===== config.mk =====
export PLATFORM = sky130hd
export DESIGN_NAME = fetch_unit
export DESIGN_NICKNAME = d
export VERILOG_FILES = /design/src/rtl/fetch_unit.sv
export SDC_FILE = /design/constraint.sdc
export NUM_CORES = 1
export LEC_CHECK = 0
export CAP_MARGIN = 20
export CORE_MARGIN = 2
export CORE_UTILIZATION = 60
export CTS_BUF_LIST = sky130_fd_sc_hd__clkbuf_4 sky130_fd_sc_hd__clkbuf_8
export CTS_CLUSTER_SIZE = 10
export DETAILED_ROUTE_END_ITERATION = 10
export DONT_BUFFER_PORTS = 1
export PLACE_DENSITY = 0.75
export SLEW_MARGIN = 20
export SYNTH_ARGS = -nofsm -noshare
export SYNTH_HDL_FRONTEND = slang
export SYNTH_SLANG_ARGS = --single-unit
export TNS_END_PERCENT = 100

===== constraint.sdc =====
create_clock -name i_clk -period 4 [get_ports i_clk]
set_input_delay 0.4 -clock i_clk [delete_from_list [all_inputs] [get_ports i_clk]]
set_output_delay 0.4 -clock i_clk [all_outputs]
set_load 0.05 [all_outputs]

===== src/rtl/fetch_unit.sv =====
// Instruction fetch initiator for the RV32 core.
// Presents fetch addresses to the instruction memory, which returns data one
// cycle later. The in-flight request is tracked so that its PC and misalignment
// flag line up with the returned word. A downstream stall replays the same
// address, and a redirect restarts fetch with no bubble. After a fetch fault
// has been delivered, fetch halts until the next redirect.
module fetch_unit #(
   parameter logic [31:0] RESET_PC = 32'h0000_0000
) (
   input  logic        i_clk,
   input  logic        i_rst_n,
   input  logic        i_fetch_en,
   input  logic        i_redirect,
   input  logic [31:0] i_redirect_pc,
   output logic [31:0] o_imem_pc,
   input  logic [31:0] i_imem_insn,
   input  logic        i_imem_exception,
   output logic        o_valid,
   input  logic        i_ready,
   output logic [31:0] o_insn,
   output logic [31:0] o_pc,
   output logic        o_exception
);

   localparam logic [31:0] NOP_INSN = 32'h0000_0013;

   typedef enum logic [1:0] {
      IDLE = 2'd0,
      RUN  = 2'd1,
      TRAP = 2'd2
   } state_t;

   state_t      state_q;
   logic [31:0] pc_q;
   logic        resp_valid_q;
   logic [31:0] resp_pc_q;
   logic        resp_exc_q;

   logic        stall_s;
   logic        issue_s;
   logic [31:0] imem_pc_s;

   // Stall/issue decisions and the address presented to memory this cycle
   always_comb begin
      stall_s = resp_valid_q & ~i_ready;
      // Sequential issue needs fetch enabled; a redirect always issues
      issue_s = i_redirect | ((state_q == RUN) & i_fetch_en & ~stall_s);
      if (i_redirect) begin
         imem_pc_s = i_redirect_pc;
      end else if (stall_s) begin
         // Re-present the pending word so memory returns it again next cycle
         imem_pc_s = resp_pc_q;
      end else begin
         imem_pc_s = pc_q;
      end
   end

   // FSM, next-issue PC and the in-flight response registers
   always_ff @(posedge i_clk or negedge i_rst_n) begin
      if (!i_rst_n) begin
         state_q      <= IDLE;
         pc_q         <= RESET_PC;
         resp_valid_q <= 1'b0;
         resp_pc_q    <= RESET_PC;
         resp_exc_q   <= 1'b0;
      end else begin
         if (issue_s) begin
            resp_valid_q <= 1'b1;
            resp_pc_q    <= imem_pc_s;
            resp_exc_q   <= i_imem_exception;
            pc_q         <= imem_pc_s + 32'd4;
            // A misaligned issue is the last one until the next redirect
            state_q      <= i_imem_exception ? TRAP : RUN;
         end else begin
            if (!stall_s) begin
               // Response accepted (or none pending) and nothing new issued
               resp_valid_q <= 1'b0;
            end
            case (state_q)
               IDLE:    state_q <= i_fetch_en ? RUN : IDLE;
               RUN:     state_q <= (!i_fetch_en && !stall_s) ? IDLE : RUN;
               TRAP:    state_q <= TRAP;
               default: state_q <= IDLE;
            endcase
         end
      end
   end

   // Decode-facing outputs; a redirect squashes the response it overtakes
   always_comb begin
      o_imem_pc   = imem_pc_s;
      o_valid     = resp_valid_q & ~i_redirect;
      o_pc        = resp_pc_q;
      o_exception = resp_valid_q & ~i_redirect & resp_exc_q;
      if (resp_exc_q || !resp_valid_q) begin
         o_insn = NOP_INSN;
      end else begin
         o_insn = i_imem_insn;
      end
   end

endmodule

==> impl_metrics.ini <==
[placement]
dp_hpwl_um = 9250
gp_congestion = 0.913
io_buffer_count = 0

[critical_path]
cp_top_family = simple AND/OR/NAND/NOR gates
start_kind = flop
slowest_delay_ns = 0.60
worstPathMaxFanout = 12
endpoint_kind = flop
cp.arrival_ns = 3.79
cp.required_ns = 4.27
crit_chain = buf_4, nor4b_1, a221oi_2, ha_1, inv_1, a2111oi_0, and4_1, nand4_1, or4_1, a31oi_1
crit_path_top_delay_cell = or4_1
worstSetupPathType = flop to flop
cp.depth = 10
r2r.worst_path.cells = 10
crit_buf_inv = 2

[die]
die_h_um = 89.5
io-pin-count = 168
initial_core_util = 0.611
die_w_um = 89.5
die_area_sq_mm = 0.00801
rows = 31
core-area_sq_mm = 0.00718

[worst_hold_path]
holdPathStages = 1
hp-class = primary input to flop

[sta]
max_freq_mhz = 284
period_share = 0.880
finalHoldViolCount = 0
whs_ns = 0.145
rsz0062_at_grt = no
skew_ns = 0.00765
setup_viol = 0
tns_ns = 0
slew_headroom = 0.287
max_slew.worst_pin.slew_ns = 1.07
drv_slew = 0
fin_crit_ns = 3.52

[final_layout]
final_common_cell = nand2_1
n_fill_cell = 608
nets = 583
final_cell_mix = nand2_1, dfrtp_1, and2_1
layout-drive-gt1-share = 0.137
seq_area_sq_mm = 0.00165
antenna_cells = 0
syn_to_final_growth_pct = 8.39
multi_input_area_sq_mm = 0.00246
postLayoutCoreUtil = 0.662

[clocking]
clock_latency_ns = 0.34
root_buffer = clkbuf_8
cts_tree = done
post_cts_buffers = 0
clockBufferDepth = 2
clock-sinks = 66
holdBufCountCts = 2
cts_buffers = 9
cts_resized = 0
path_clk_slew_ns = 0.07
htreeDepth = 3

[routing]
drc = 0
drt_iter0_drc = 356
vias = 4039
vias_per_cell = 6.56
wl_per_cell_um = 21.6
dr.pass1.iters = 5
finalWirelength_um = 13300
ant_nets = 0

[global_route]
grt_start_max_net_pins = 85
antenna_found_initial = 0
grt_pass1_wl_um = 19500
grt_overflow = 0
grt_pass1_vias = 3733
grt_use_total = 0.328

[yosys]
syn_avg_cell_area_sq_um = 8.56
yosysSeqAreaShare = 0.377
synthesis.nets = 583
synth_seq_cells = 66
synth_area_sq_mm = 0.00438
synth_flop_cell = dfrtp_1
synth_cell_types = 69
yosysWarnings = 0
synth_edf_count = 0
syn_inst = 512
synthArstFlopShare = 1.00

[power_and_ir_drop]
vdd_drop_max_mv = 0.305
p_leak_uw = 0.00211
powerDensity_mw_per_mm2 = 492

[run_status]
status = complete, no violations

[run]
maxCapViolCount = 0
-- metrics by stage --
stage	worst slack, ns	std cells	area, sq um	total power (uW)
detailed placement	0.602	598	4540	1820
floorplan	0.171	512	4390	1670
global placement	0.834	598	4540	1790
global route	0.364	616	4750	2440
CTS	0.579	616	4750	2340
finish	0.480	616	4750	2340
-- Yosys cell counts, drive strengths merged, types with 7 or more instances --
cell,instances,share of area
nor2,28,0.024
dfrtp,66,0.38
o21ai,23,0.026
nor4,8,0.018
nor4b,7,0.014
o211a,7,0.016
buf,21,0.029
nand4,12,0.019
clkbuf,20,0.017
nand2,99,0.085
nand3,14,0.016
inv,25,0.021
and2,41,0.059
nand2b,11,0.017
a31oi,10,0.014
-- path summary, 6_finish.rpt --
kind / start / end / slack, ns
max: resp_valid_q / pc_q[28] / 0.48
min: i_imem_exception / state_q[0] / 0.14
max reg2reg: resp_valid_q / pc_q[28] / 0.48
min reg2reg: state_q[1] / state_q[0] / 0.46
max in group asynchronous: i_rst_n / o_pc[18] / 3.12
min in group asynchronous: i_rst_n / state_q[0] / 0.59
-- worst reg2reg max path, cell delays in order (launching register included) --
cell and delay, ns:
dfrtp_1 0.54, buf_4 0.25, nor4b_1 0.15, a221oi_2 0.29, ha_1 0.28, inv_1 0.05, a2111oi_0 0.35, and4_1 0.38
nand4_1 0.39, or4_1 0.60, a31oi_1 0.17
-- kinds of logic after synthesis --
kind of cell	Yosys count	share of synthesized area
AND/OR/NAND/NOR	267	0.345
AO/OA/AOI/OAI	94	0.168
buffers and inverters	66	0.0679
flip-flops	66	0.377
multiplexers	10	0.0240
XOR/XNOR	8	0.0160
adder cells (fa/ha/maj)	1	0.00285
-- layout make-up --
class / instances / share of cell area
multi-input cells: 380 / 0.518
flip-flops and latches: 66 / 0.348
repair buffers: 30 / 0.0521
clock buffers: 11 / 0.0305
well taps: 99 / 0.0261
inverters: 25 / 0.0197
clock inverters: 5 / 0.00632
-- per-layer routing --
layer,track usage,share of wire,vias to the layer above
li1,-,-,1817
met5,0,0,-
met4,0.136,0.029,0
met3,0.0656,0.078,38
met2,0.580,0.52,229
met1,0.387,0.37,1955
-- power breakdown --
| part | leakage [uW] | switching, uW | internal, uW | total [uW] |
|---|---|---|---|---|
| clock | 0.0000885 | 266 | 246 | 512 |
| sequential | 0.000803 | 284 | 773 | 1060 |
| combinational | 0.00122 | 560 | 211 | 771 |
-- registers in the layout, indices dropped and copies added, names as in the netlist --
name / count
state_q: 2
pc_q: 32
o_pc: 30
resp_valid_q: 1
resp_exc_q: 1
(Power assumes the default switching activity.)
